`src/rtl/regfile_wr_arbiter.sv`:
```
// regfile_wr_arbiter: shares the register-file write port, requester 0 over requester 1, with an r1 starvation guard.
// Latency: grant is combinational; the winning write reaches rf_wr_* on the next clk edge. Optional counters: REGFILE_ARB_STATS_EN.
// Backpressure: the loser sees ready low and must hold valid/addr/data; nothing is buffered here.
module regfile_wr_arbiter #(
  parameter int DATA_W   = 16,
  parameter int ADDR_W   = 3,
  parameter int MAX_WAIT = 4
) (
  input  logic              clk,
  input  logic              rst,
  input  logic              flush,
  input  logic              r0_valid,
  input  logic [ADDR_W-1:0] r0_addr,
  input  logic [DATA_W-1:0] r0_data,
  output logic              r0_ready,
  input  logic              r1_valid,
  input  logic [ADDR_W-1:0] r1_addr,
  input  logic [DATA_W-1:0] r1_data,
  output logic              r1_ready,
  output logic              rf_wr_en,
  output logic [ADDR_W-1:0] rf_wr_addr,
  output logic [DATA_W-1:0] rf_wr_data,
  output logic              r1_forced
`ifdef REGFILE_ARB_STATS_EN
  ,
  output logic [15:0]       r0_grant_cnt,
  output logic [15:0]       r1_grant_cnt,
  output logic [15:0]       forced_cnt
`endif
);

  localparam int CNT_W = $clog2(MAX_WAIT + 1);
  localparam logic [CNT_W-1:0] WAIT_MAX = CNT_W'(MAX_WAIT);

  logic [CNT_W-1:0] wait_cnt;
  logic             r0_xfer;
  logic             r1_xfer;

  // Grants are also blocked while reset is held low.
  always_comb begin
    r1_forced = (wait_cnt == WAIT_MAX);
    r0_ready  = 1'b0;
    r1_ready  = 1'b0;
    if (rst && !flush) begin
      if (r1_forced) begin
        r1_ready = r1_valid;
      end else begin
        r0_ready = r0_valid;
        r1_ready = r1_valid & ~r0_valid;
      end
    end
  end

  assign r0_xfer = r0_valid & r0_ready;
  assign r1_xfer = r1_valid & r1_ready;

  always_ff @(posedge clk or negedge rst) begin
    if (!rst) begin
      wait_cnt <= '0;
    end else if (flush || !r1_valid || r1_xfer) begin
      wait_cnt <= '0;
    end else if (wait_cnt != WAIT_MAX) begin
      wait_cnt <= wait_cnt + 1'b1;
    end
  end

  always_ff @(posedge clk or negedge rst) begin
    if (!rst) begin
      rf_wr_en   <= 1'b0;
      rf_wr_addr <= '0;
      rf_wr_data <= '0;
    end else begin
      rf_wr_en <= r0_xfer | r1_xfer;
      if (r0_xfer) begin
        rf_wr_addr <= r0_addr;
        rf_wr_data <= r0_data;
      end else if (r1_xfer) begin
        rf_wr_addr <= r1_addr;
        rf_wr_data <= r1_data;
      end
    end
  end

`ifdef REGFILE_ARB_STATS_EN
  always_ff @(posedge clk or negedge rst) begin
    if (!rst) begin
      r0_grant_cnt <= '0;
      r1_grant_cnt <= '0;
      forced_cnt   <= '0;
    end else begin
      if (r0_xfer && r0_grant_cnt != 16'hFFFF) begin
        r0_grant_cnt <= r0_grant_cnt + 16'd1;
      end
      if (r1_xfer && r1_grant_cnt != 16'hFFFF) begin
        r1_grant_cnt <= r1_grant_cnt + 16'd1;
      end
      if (r1_xfer && r1_forced && forced_cnt != 16'hFFFF) begin
        forced_cnt <= forced_cnt + 16'd1;
      end
    end
  end
`endif

endmodule
```
`config.mk`:
```
export PLATFORM = sky130hd
export DESIGN_NAME = regfile_wr_arbiter
export DESIGN_NICKNAME = d
export VERILOG_FILES = /design/src/rtl/regfile_wr_arbiter.sv
export SDC_FILE = /design/constraint.sdc
export NUM_CORES = 1
export LEC_CHECK = 0
export ABC_CLOCK_PERIOD_IN_PS = 4900
export CAP_MARGIN = 20
export CORE_ASPECT_RATIO = 0.8
export CORE_MARGIN = 3
export CORE_UTILIZATION = 40
export DETAILED_ROUTE_END_ITERATION = 12
export PLACE_DENSITY_LB_ADDON = 0.12
export SETUP_SLACK_MARGIN = 0.05
export SLEW_MARGIN = 20
export SYNTH_ARGS = -nofsm -noshare
export SYNTH_HDL_FRONTEND = slang
export SYNTH_SLANG_ARGS = --single-unit
```
`constraint.sdc`:
```
create_clock -name clk -period 4.9 [get_ports clk]
set_input_delay 0.98 -clock clk [delete_from_list [all_inputs] [get_ports clk]]
set_output_delay 0.98 -clock clk [all_outputs]
set_load 0.02 [all_outputs]
```
### Word-level counts from Yosys, hierarchy flattened

Cells that the tools add are included.

* bitwise logic cells: 5
* reduce and logical (&&, ||, !) cells: 7
* equality and inequality tests: 2
* add/sub/neg operators: 1
* muxes and demuxes: 10

Operator list (count)
* 2-to-1 mux 16 bit: 2
* 2-to-1 mux 3 bit: 4
* 2-to-1 mux 1 bit: 4
* nonzero test 2 bit: 2
* adder 3 x 1 -> 3 bit (second input constant): 1
* AND 1 bit: 3
* == test 3 bit (second input constant): 1
* inequality test 3 bit (second input constant): 1
* logical NOT 1 bit: 2
* logical OR 1 bit: 2
* logical AND 1 bit: 1
* inverter 1 bit: 1
* OR 1 bit: 1

* register bits after elaboration: 23

### Depth between registers and ports, before layout

Gate-level depths: netlist (run 1).

* depth after elaboration: 7
* gate-level depth with buffers: 6
* depth with buffers taken out: 5

### Worst setup path before layout (run 1)

Ideal clock, no wire load.

* path type: input -> output
* start point: input r0_valid
* end point: output r0_ready
* arrival: 1.726 ns
* stages: 3
* path slack: 2.194 ns
* cell sequence: a21bo_2 -> buf_2 -> nor2_1

* cells in the longest elaborated chain, start to end: 2

Ends and longest elaborated chain
* start: declaration: line 12 `input logic r0_valid,`
* 2-to-1 mux 1 bit: line 45 `if (r1_forced) begin`
* 2-to-1 mux 1 bit: line 44 `if (rst && !flush) begin`
* end: declaration: line 15 `output logic r0_ready,`

Every way passes these cells.

### Final worst setup path (run 1)

* start point: input rst
* end point: output r1_ready

* cells in the longest elaborated chain, start to end: 2

Ends and longest elaborated chain
* start: declaration: line 10 `input logic rst,`
* logical AND 1 bit: line 44
* 2-to-1 mux 1 bit: line 44
* end: declaration: line 19 `output logic r1_ready,`

Every way passes these cells.

==> results by group, run 1 <==
STA
  • Max-Slew Margin vs Limit: 0.295
  • Shortest clock period the worst path allows after layout: 3.81 ns
  • RSZ-0062 raised after global routing: no
  • Worst path setup slack after routing: 1.09 ns
  • Worst hold margin: 0.527 ns
  • Fin crit share: 0.778
  • Max-slew violation total from the final report: 0
  • Final hold viol count: 0
  • Fin Clk Skew: 0.00149 ns
  • Slew at the pin closest to its max-slew limit: 1.06 ns
  • Peak Freq: 262 MHz
  • Setup total negative slack: 0 ns
  • Final setup violation count: 0

Synthesis
  • Async set-or-reset flop fraction in the synthesized netlist: 1.00
  • Post-Syn Nets: 178
  • Top cells by count, synth: sky130_fd_sc_hd__dfrtp_1 (23), sky130_fd_sc_hd__inv_1 (23), sky130_fd_sc_hd__nor2_1 (23)
  • Synth Register Bits: 23
  • Gate Count Post-Synth: 133
  • Avg Cell Area, Syn: 9.75 sq um
  • Synthesis warning total: 0
  • EDFF count, synth: 0
  • Post-synth top area share: 0.444
  • Top flip-flop cell by instance count after synthesis: sky130_fd_sc_hd__dfrtp_1
  • Count of different cell masters after synthesis: 20
  • Sequential cell area fraction in the yosys report: 0.444
  • Cell types with the largest area share after synthesis: sky130_fd_sc_hd__dfrtp_1 (44%), sky130_fd_sc_hd__a221oi_2 (22%), sky130_fd_sc_hd__nor3_1 (7.7%), sky130_fd_sc_hd__inv_1 (6.7%), sky130_fd_sc_hd__nor2_1 (6.7%)
  • Yosys top cell by area: sky130_fd_sc_hd__dfrtp_1
  • Area of the mapped netlist: 0.00130 sq mm

Critical path
  • Critical register-to-register path startpoint: wait_cnt[0]
  • Number of buffers and inverters on the critical path: 3
  • Largest incremental delay on the critical path: 0.76 ns
  • Arrival time reported for the critical path endpoint: 2.83 ns
  • Logic depth of the worst path, buffers included: 5
  • Cell class contributing the biggest share of worst-path delay: buffers and inverters
  • Most used cell along the critical path: sky130_fd_sc_hd__clkdlybuf4s50_1
  • Cells along the critical path: clkdlybuf4s50_1 -> nand3b_1 -> buf_4 -> a21oi_1 -> clkdlybuf4s50_1
  • Worst EP required: 3.92 ns
  • Length in cells of the worst reg-to-reg path: 6
  • Largest fanout on the critical path: 20
  • Worst flop-to-flop path endpoint: rf_wr_data[13]
  • Worst Setup SP: rst
  • Category of the critical setup timing path: primary input to output pin
  • Worst reg2reg setup slack: 2.36 ns
  • Destination of the critical timing path: r1_ready
  • Kind of end point of the critical path: output pin
  • CP startpoint kind: primary input
  • Slowest CP cell: sky130_fd_sc_hd__clkdlybuf4s50_1

Global routing
  • Most used routing layer: met2
  • Gr ovfl total: 0
  • Met2 usage in global routing: 0.302
  • Via count of the first global-routing pass: 1287
  • GRT Overall Usage: 0.172
  • Initial antenna violation count: 0
  • Wire length of the first global-routing pass: 5.52 mm
  • Maximum number of pins on one net before global-route repair: 41
  • Global Route met1 Usage: 0.207
  • Met3 track demand over resource in global routing: 0.0572

Floorplanning
  • Horiz. Die Dim: 69.6 um
  • Overall die area: 0.00396 sq mm
  • Effective utilization at floorplan: 0.445
  • I/O Pins: 66
  • Die span in y: 56.9 um
  • Number of standard-cell rows in the floorplan: 17
  • Total core area: 0.00291 sq mm

Drt
  • Antenna violation net count after detailed routing: 0
  • DRC Markers: 0
  • Vias per cell: 5.07
  • Routed wire length: 3.22 mm
  • Number of iterations in the first detailed-routing pass: 4
  • Number of vias in the routed layout: 1186
  • Routed wire per std cell: 13.7 um
  • Detailed Route Iter0 Violations: 50

Clock tree
  • Reg clk slew, reported paths: 0.08 ns
  • Maximum root-to-sink buffer count: 2
  • Clock root buffer: sky130_fd_sc_hd__clkbuf_8
  • Post-cts gate resize count: 0
  • Number of buffers added by the clock tree synthesis step: 3
  • Number of hold buffers added after CTS: 0
  • Sink count of the clock tree: 23
  • Number of buffers inserted to repair setup after CTS: 0
  • CTS H-tree depth: 1
  • Clock tree from TritonCTS: yes
  • Clock network latency to the later pin of the worst-skew pair: 0.26 ns

Cells and area
  • Footprint of the multi-input gates: 572 sq um
  • Number of filler instances in the final layout: 226
  • Final standard cell utilization of the core: 0.690
  • Total number of nets in the final design: 242
  • Number of diodes added for antenna fixing: 0
  • Share of cells above drive strength 1: 0.143
  • Flip-flop and latch area: 576 sq um
  • Area Growth Syn to Fin: 55.1%

Place
  • Detail Placement HPWL: 2.40 mm
  • GP Congestion: 0.719
  • I/O Buffers: 65
  • Post-Place Worst Slack: 1.06 ns

Pwr
  • Leakage Power: 0.873 nW
  • Worst vdd ir: 0.194 mV
  • Power density relative to cell area: 275 mW/mm^2
  • Total chip power: 0.000552 W

Run status
  • Result of the run: completed

Min path
  • Min-delay src: rf_wr_data[1]
  • Worst hold path type: register to register

Job
  • Maximum capacitance violations: 0
-- worst min path at each step --
| stage | end | depth (start not counted) |
|---|---|---|
| final | rf_wr_data[1] | 2 |
| after global routing | rf_wr_data[8] | 2 |
| after CTS | rf_wr_data[11] | 2 |
| after floorplan | wait_cnt[1] | 2 |
| after global placement | rf_wr_data[11] | 2 |
| after detailed placement | rf_wr_data[11] | 2 |
-- per-stage QoR --
stage | instances | cell area, sq um
3_3_place_gp | 230 | 1970
4_1_cts | 234 | 2010
5_1_grt | 234 | 2010
3_5_place_dp | 230 | 1970
6_report | 234 | 2010
2_1_floorplan | 133 | 1300
-- layout by cell type (no fill, tap or decap) --
cell / count
sky130_fd_sc_hd__a211o_1: 1
sky130_fd_sc_hd__a21bo_2: 1
sky130_fd_sc_hd__a21o_1: 1
sky130_fd_sc_hd__a21oi_1: 2
sky130_fd_sc_hd__a221oi_2: 19
sky130_fd_sc_hd__buf_4: 4
sky130_fd_sc_hd__clkbuf_1: 1
sky130_fd_sc_hd__clkbuf_8: 3
sky130_fd_sc_hd__clkdlybuf4s50_1: 65
sky130_fd_sc_hd__dfrtp_1: 23
sky130_fd_sc_hd__ha_1: 2
sky130_fd_sc_hd__inv_1: 23
sky130_fd_sc_hd__inv_2: 1
sky130_fd_sc_hd__nand2_1: 3
sky130_fd_sc_hd__nand2b_1: 1
sky130_fd_sc_hd__nand3_1: 1
sky130_fd_sc_hd__nand3b_1: 1
sky130_fd_sc_hd__nor2_1: 23
sky130_fd_sc_hd__nor3_1: 20
sky130_fd_sc_hd__xnor2_1: 1
-- tightest hold or removal path: stages, from the launching register on --
cell and delay [ns]:
sky130_fd_sc_hd__dfrtp_1 0.38, sky130_fd_sc_hd__inv_1 0.06, sky130_fd_sc_hd__a221oi_2 0.05
-- logic make-up after synthesis --
logic type | share of synthesized area
simple gates | 0.167
flops | 0.444
buf+inv | 0.115
fa+ha+maj | 0.0193
xor+xnor | 0.00676
compound gates | 0.248
-- per-layer routing --
metal / up-vias / wire (um) / share of wire
met2: 37 / 1600 / 0.50
met5: - / 0 / 0
met4: 0 / 33 / 0.010
li1: 587 / - / -
met3: 6 / 191 / 0.059
met1: 556 / 1390 / 0.43
-- area by class of cell --
| class | count | area share |
|---|---|---|
| repair buffers | 69 | 0.339 |
| flip-flops and latches | 23 | 0.286 |
| multi-input cells | 76 | 0.284 |
| inverters | 24 | 0.0448 |
| well taps | 38 | 0.0236 |
| clock buffers | 4 | 0.0224 |
-- power breakdown --
part / total, W / leakage (nW) / switching (W) / internal [W]
sequential: 0.000231 / 0.259 / 0.0000141 / 0.000217
clock: 0.000117 / 0.0228 / 0.0000585 / 0.0000580
combinational: 0.000205 / 0.591 / 0.0000933 / 0.000112
-- sequential cells by signal (all words and copies together), names as in the netlist --
signal / cells
rf_wr_addr: 3
wait_cnt: 3
rf_wr_en: 1
rf_wr_data: 16
Note: power is estimated with default switching activity, not from simulation.
==> run 2, diff against run 1 <==
- ABC_CLOCK_PERIOD_IN_PS: 4900 -> 3500
- CORE_UTILIZATION: 40 -> 36
- clock period: 4.9 -> 3.5 ns (I/O delays scaled with it)
==> results by group, run 2 (synthesis gave the netlist of run 1 again) <==
Drt
  • Number of iterations in the first detailed-routing pass: 4 (unchanged)
  • DRC Markers: 0 (unchanged)
  • Routed wire length: 3.47 mm (+7.9%)
  • Antenna violation net count after detailed routing: 0 (unchanged)
  • Number of vias in the routed layout: 1229 (+3.6%)
  • Vias per cell: 5.14 (+1.5%)
  • Detailed Route Iter0 Violations: 44 (-12%)
  • Routed wire per std cell: 14.5 um (+5.6%)

Clock tree
  • Number of buffers added by the clock tree synthesis step: 3 (unchanged)
  • Reg clk slew, reported paths: 0.08 ns (about the same)
  • Sink count of the clock tree: 23 (unchanged)
  • Clock root buffer: sky130_fd_sc_hd__clkbuf_8
  • Clock network latency to the later pin of the worst-skew pair: 0.26 ns (about the same)
  • Number of buffers inserted to repair setup after CTS: 0 (unchanged)
  • Clock tree from TritonCTS: yes
  • Post-cts gate resize count: 0 (unchanged)
  • Maximum root-to-sink buffer count: 2 (unchanged)
  • CTS H-tree depth: 1 (unchanged)
  • Number of hold buffers added after CTS: 0 (unchanged)

Critical path
  • Arrival time reported for the critical path endpoint: 2.16 ns (-0.67 ns)
  • Worst reg2reg setup slack: 1.46 ns (-0.90 ns)
  • Critical register-to-register path startpoint: wait_cnt[0]
  • Kind of end point of the critical path: output pin
  • Worst EP required: 2.80 ns (-1.12 ns)
  • Largest fanout on the critical path: 2 (-90%)
  • CP startpoint kind: primary input
  • Category of the critical setup timing path: primary input to output pin
  • Worst flop-to-flop path endpoint: rf_wr_data[11]
  • Length in cells of the worst reg-to-reg path: 7 (+1)

Job
  • Maximum capacitance violations: 0 (unchanged)

STA
  • Peak Freq: 350 MHz
  • Max-Slew Margin vs Limit: 0.651 (+0.356)
  • Slew at the pin closest to its max-slew limit: 0.524 ns (-0.533 ns)
  • Fin Clk Skew: 0.00276 ns (+0.00127 ns)
  • Fin crit share: 0.817
  • Max-slew violation total from the final report: 0 (unchanged)
  • Shortest clock period the worst path allows after layout: 2.86 ns
  • Final hold viol count: 0 (unchanged)
  • Final setup violation count: 0 (unchanged)
  • Worst path setup slack after routing: 0.641 ns (-0.446 ns)
  • Setup total negative slack: 0 ns (unchanged)
  • RSZ-0062 raised after global routing: no

Cells and area
  • Total number of nets in the final design: 245 (+1.2%)
  • Area Growth Syn to Fin: 57.0%
  • Post-Layout Inst Area: 0.00204 sq mm (+1.2%)
  • Share of cells above drive strength 1: 0.156 (+0.0129)
  • Leading cell type in the layout, fill and taps excluded: sky130_fd_sc_hd__clkdlybuf4s50_1
  • Biggest register: rf_wr_data
  • Registers with the most flip-flops: rf_wr_data: 16 flops, rf_wr_addr: 3 flops, wait_cnt: 3 flops
  • Number of diodes added for antenna fixing: 0 (unchanged)
  • Number of flip-flops under the largest register name: 16 (unchanged)
  • Top library cells by usage in the layout, fill and taps aside: sky130_fd_sc_hd__clkdlybuf4s50_1 (65), sky130_fd_sc_hd__inv_1 (23), sky130_fd_sc_hd__nor2_1 (23), sky130_fd_sc_hd__dfrtp_1 (23), sky130_fd_sc_hd__nor3_1 (20)

Min path
  • Destination of the worst hold path: rf_wr_data[13]
  • Worst hold path depth: 2 (unchanged)
  • Worst hold path type: register to register
  • Min-delay src: rf_wr_data[13]

Floorplanning
  • Effective utilization at floorplan: 0.397 (-0.0479)
  • Total core area: 0.00327 sq mm (+12%)
  • Number of standard-cell rows in the floorplan: 18 (+1)
  • Die span in y: 59.7 um (+4.8%)
  • Horiz. Die Dim: 73.1 um (+4.9%)
  • Overall die area: 0.00436 sq mm (+10%)
  • I/O Pins: 66 (unchanged)

Place
  • GP Congestion: 0.794 (+10%)
  • Cell area reported after detailed placement: 0.00199 sq mm (+1.3%)
  • I/O Buffers: 65 (unchanged)
  • Detail Placement HPWL: 2.65 mm (+11%)
  • Post-Place Worst Slack: 0.634 ns (-0.426 ns)

Global routing
  • Maximum number of pins on one net before global-route repair: 41 (unchanged)
  • Wire length of the first global-routing pass: 5.97 mm (+8.1%)
  • GRT Overall Usage: 0.174 (+0.00196)
  • Gr ovfl total: 0 (unchanged)
  • Via count of the first global-routing pass: 1340 (+4.1%)
  • Initial antenna violation count: 0 (unchanged)

Run status
  • Result of the run: completed

Pwr
  • Power density relative to cell area: 381 mW/mm^2 (+39%)
  • Worst vdd ir: 0.230 mV (+19%)
  • Total chip power: 0.000776 W (+41%)
  • Leakage Power: 0.886 nW (+1.6%)
run 2: changes by cell type in the layout (fill, tap and decap cells not counted):
cell                    change
sky130_fd_sc_hd__buf_4      +3
run 2: layout make-up:
class	instances	area (sq um)
Multi-Input combinational cell	76	572
Sequential cell	23	576
Tap cell	40	50.0
Fill cell	263	1230
Inverter	24	90.1
Timing Repair Buffer	72	703
Clock buffer	4	45.0
run 2: per-layer routing:
metal / GRT usage / wire (um) / vias up
met4: 0.0158 / 8 / 0
met1: 0.213 / 1530 / 602
li1: - / - / 592
met3: 0.0487 / 225 / 2
met2: 0.315 / 1710 / 33
met5: 0 / 0 / -
run 2: stage by stage:
step,instances,hold WS [ns],util
finish,239,0.524,0.623
global route,239,0.554,0.623
CTS,239,0.528,0.623
detailed placement,235,0.515,0.610
global placement,235,0.514,0.610
floorplan,133,0.404,-
run 2: power by group:
part / internal, W / switching [W] / total [W] / leakage (nW)
Clock: 0.0000811 / 0.0000805 / 0.000162 / 0.0228
Sequential: 0.000303 / 0.0000205 / 0.000324 / 0.259
Combinational: 0.000158 / 0.000132 / 0.000291 / 0.604
run 2: worst max path at each step:
stage                   from  endpoint  slack, ns
floorplan           r0_valid  r0_ready       1.35
global placement    r0_valid  r0_ready       0.63
detailed placement  r0_valid  r0_ready       0.63
CTS                 r0_valid  r0_ready       0.62
global route        r0_valid  r0_ready       0.60
finish              r0_valid  r0_ready       0.64
run 2: worst max-delay path, stage by stage:
cell,delay [ns]
sky130_fd_sc_hd__clkdlybuf4s50_1,0.48
sky130_fd_sc_hd__a21bo_2,0.23
sky130_fd_sc_hd__nor2_1,0.12
sky130_fd_sc_hd__clkdlybuf4s50_1,0.63
==> run 3, diff against run 2 <==
- ABC_CLOCK_PERIOD_IN_PS: 3500 -> 2700
- CORE_UTILIZATION: 36 -> 39
- clock period: 3.5 -> 2.7 ns (I/O delays scaled with it)
==> results by group, run 3 (synthesis gave the netlist of run 1 again) <==
Clock tree
  • Clock root buffer: sky130_fd_sc_hd__clkbuf_8
  • CTS H-tree depth: 1 (unchanged)
  • Clock tree from TritonCTS: yes
  • Reg clk slew, reported paths: 0.08 ns (about the same)
  • Sink count of the clock tree: 23 (unchanged)
  • Clock network latency to the later pin of the worst-skew pair: 0.26 ns (about the same)
  • Maximum root-to-sink buffer count: 2 (unchanged)
  • Number of buffers inserted to repair setup after CTS: 0 (unchanged)
  • Post-cts gate resize count: 0 (unchanged)
  • Number of buffers added by the clock tree synthesis step: 3 (unchanged)
  • Number of hold buffers added after CTS: 0 (unchanged)

Job
  • Maximum capacitance violations: 0 (unchanged)

Critical path
  • CP startpoint kind: primary input
  • Critical register-to-register path startpoint: wait_cnt[0]
  • Category of the critical setup timing path: primary input to output pin
  • Most used cell along the critical path: sky130_fd_sc_hd__clkdlybuf4s50_1
  • Worst reg2reg setup slack: 0.65 ns (-0.81 ns)
  • Kind of end point of the critical path: output pin
  • Largest incremental delay on the critical path: 0.64 ns (about the same)
  • Arrival time reported for the critical path endpoint: 2.04 ns (-0.12 ns)
  • Largest fanout on the critical path: 2 (unchanged)
  • Worst flop-to-flop path endpoint: rf_wr_data[13]
  • Cells along the critical path: clkdlybuf4s50_1 -> a21bo_2 -> nor2_1 -> clkdlybuf4s50_1
  • Length in cells of the worst reg-to-reg path: 7 (unchanged)
  • Slowest CP cell: sky130_fd_sc_hd__clkdlybuf4s50_1
  • Worst EP required: 2.16 ns (-0.64 ns)

Pwr
  • Power density relative to cell area: 496 mW/mm^2 (+30%)
  • Leakage Power: 0.886 nW (unchanged)
  • Total chip power: 0.00101 W (+30%)
  • Worst vdd ir: 0.338 mV (+47%)

Cells and area
  • Biggest register: rf_wr_data
  • Final standard cell utilization of the core: 0.650 (+0.0269)
  • Number of filler instances in the final layout: 265 (+0.76%)
  • Area Growth Syn to Fin: 57.0% (unchanged)
  • Finished Layout Cells: 239 (unchanged)
  • Share of cells above drive strength 1: 0.156 (unchanged)
  • Registers with the most flip-flops: rf_wr_data: 16 flops, rf_wr_addr: 3 flops, wait_cnt: 3 flops
  • Leading cell type in the layout, fill and taps excluded: sky130_fd_sc_hd__clkdlybuf4s50_1
  • Number of diodes added for antenna fixing: 0 (unchanged)
  • Total number of nets in the final design: 245 (unchanged)
  • Number of flip-flops under the largest register name: 16 (unchanged)
  • Top library cells by usage in the layout, fill and taps aside: sky130_fd_sc_hd__clkdlybuf4s50_1 (65), sky130_fd_sc_hd__inv_1 (23), sky130_fd_sc_hd__nor2_1 (23), sky130_fd_sc_hd__dfrtp_1 (23), sky130_fd_sc_hd__nor3_1 (20)

STA
  • Max-Slew Margin vs Limit: 0.648 (-0.00275)
  • Final setup violation count: 0 (unchanged)
  • RSZ-0062 raised after global routing: no
  • Shortest clock period the worst path allows after layout: 2.58 ns
  • Fin Clk Skew: 0.00117 ns (-0.00159 ns)
  • Fin crit share: 0.955
  • Worst hold margin: 0.528 ns (+0.00356 ns)
  • Peak Freq: 388 MHz
  • Setup total negative slack: 0 ns (unchanged)
  • Max-slew violation total from the final report: 0 (unchanged)
  • Slew at the pin closest to its max-slew limit: 0.528 ns (+0.00412 ns)
  • Final hold viol count: 0 (unchanged)

Place
  • GP Congestion: 0.719 (-9.4%)
  • Number of instances in the placed design: 235 (unchanged)
  • I/O Buffers: 65 (unchanged)
  • Detail Placement HPWL: 2.47 mm (-6.7%)

Floorplanning
  • Die span in y: 57.6 um (-3.5%)
  • Total core area: 0.00313 sq mm (-4.1%)
  • Effective utilization at floorplan: 0.414 (+0.0171)
  • I/O Pins: 66 (unchanged)
  • Overall die area: 0.00406 sq mm (-7.0%)
  • Number of standard-cell rows in the floorplan: 18 (unchanged)
  • Horiz. Die Dim: 70.5 um (-3.6%)

Global routing
  • Wire length of the first global-routing pass: 5.88 mm (-1.5%)
  • Maximum number of pins on one net before global-route repair: 41 (unchanged)
  • Gr ovfl total: 0 (unchanged)
  • Initial antenna violation count: 0 (unchanged)
  • Via count of the first global-routing pass: 1302 (-2.8%)
  • GRT Overall Usage: 0.183 (+0.00897)

Drt
  • Number of iterations in the first detailed-routing pass: 4 (unchanged)
  • Antenna violation net count after detailed routing: 0 (unchanged)
  • Routed wire per std cell: 14.1 um (-3.2%)
  • Routed wire length: 3.36 mm (-3.2%)
  • DRC Markers: 0 (unchanged)
  • Detailed Route Iter0 Violations: 47 (+6.8%)
  • Number of vias in the routed layout: 1223 (-0.49%)
  • Vias per cell: 5.12 (-0.49%)

Run status
  • Result of the run: completed

Min path
  • Min-delay src: rf_wr_data[0]
  • Worst hold path depth: 2 (unchanged)
  • Worst hold path type: register to register
  • Destination of the worst hold path: rf_wr_data[0]
-- run 3: power breakdown --
group,switching [W],leakage (nW),internal (W)
Combinational,0.000171,0.604,0.000205
Clock,0.000107,0.0228,0.000105
Sequential,0.0000272,0.259,0.000393
-- run 3: area by class of cell --
cell class / instances / area, sq um / area share
inverters: 24 / 90.1 / 0.0443
multi-input cells: 76 / 572 / 0.281
repair buffers: 72 / 703 / 0.345
clock buffers: 4 / 45.0 / 0.0221
well taps: 40 / 50.0 / 0.0246
flip-flops and latches: 23 / 576 / 0.283
-- run 3: how the worst max path moves through the flow --
stage | to | slack, ns | start
5_1_grt | r0_ready | 0.06 | r0_valid
3_5_place_dp | r0_ready | 0.12 | r0_valid
2_1_floorplan | r0_ready | 0.77 | wait_cnt[0]
4_1_cts | r0_ready | 0.11 | r0_valid
3_3_place_gp | r0_ready | 0.15 | r0_valid
6_report | r0_ready | 0.12 | r0_valid
-- run 3: layer usage --
metal | routed length (um) | track usage | part of all wire
met1 | 1480 | 0.229 | 0.44
met2 | 1690 | 0.315 | 0.50
met3 | 166 | 0.0511 | 0.049
met4 | 19 | 0.0410 | 0.0057
met5 | 0 | 0 | 0
-- run 3: critical path, delay by kind of cell --
| family | cells | cell delay [ns] |
|---|---|---|
| compound gates | 1 | 0.24 |
| buf+inv | 2 | 1.14 |
| simple gates | 1 | 0.12 |
-- run 3: per-stage QoR --
stage,area [sq um],worst slack [ns]
6_report,2040,0.122
5_1_grt,2040,0.0621
4_1_cts,2040,0.108
3_5_place_dp,1990,0.116
3_3_place_gp,1990,0.150
2_1_floorplan,1300,0.775
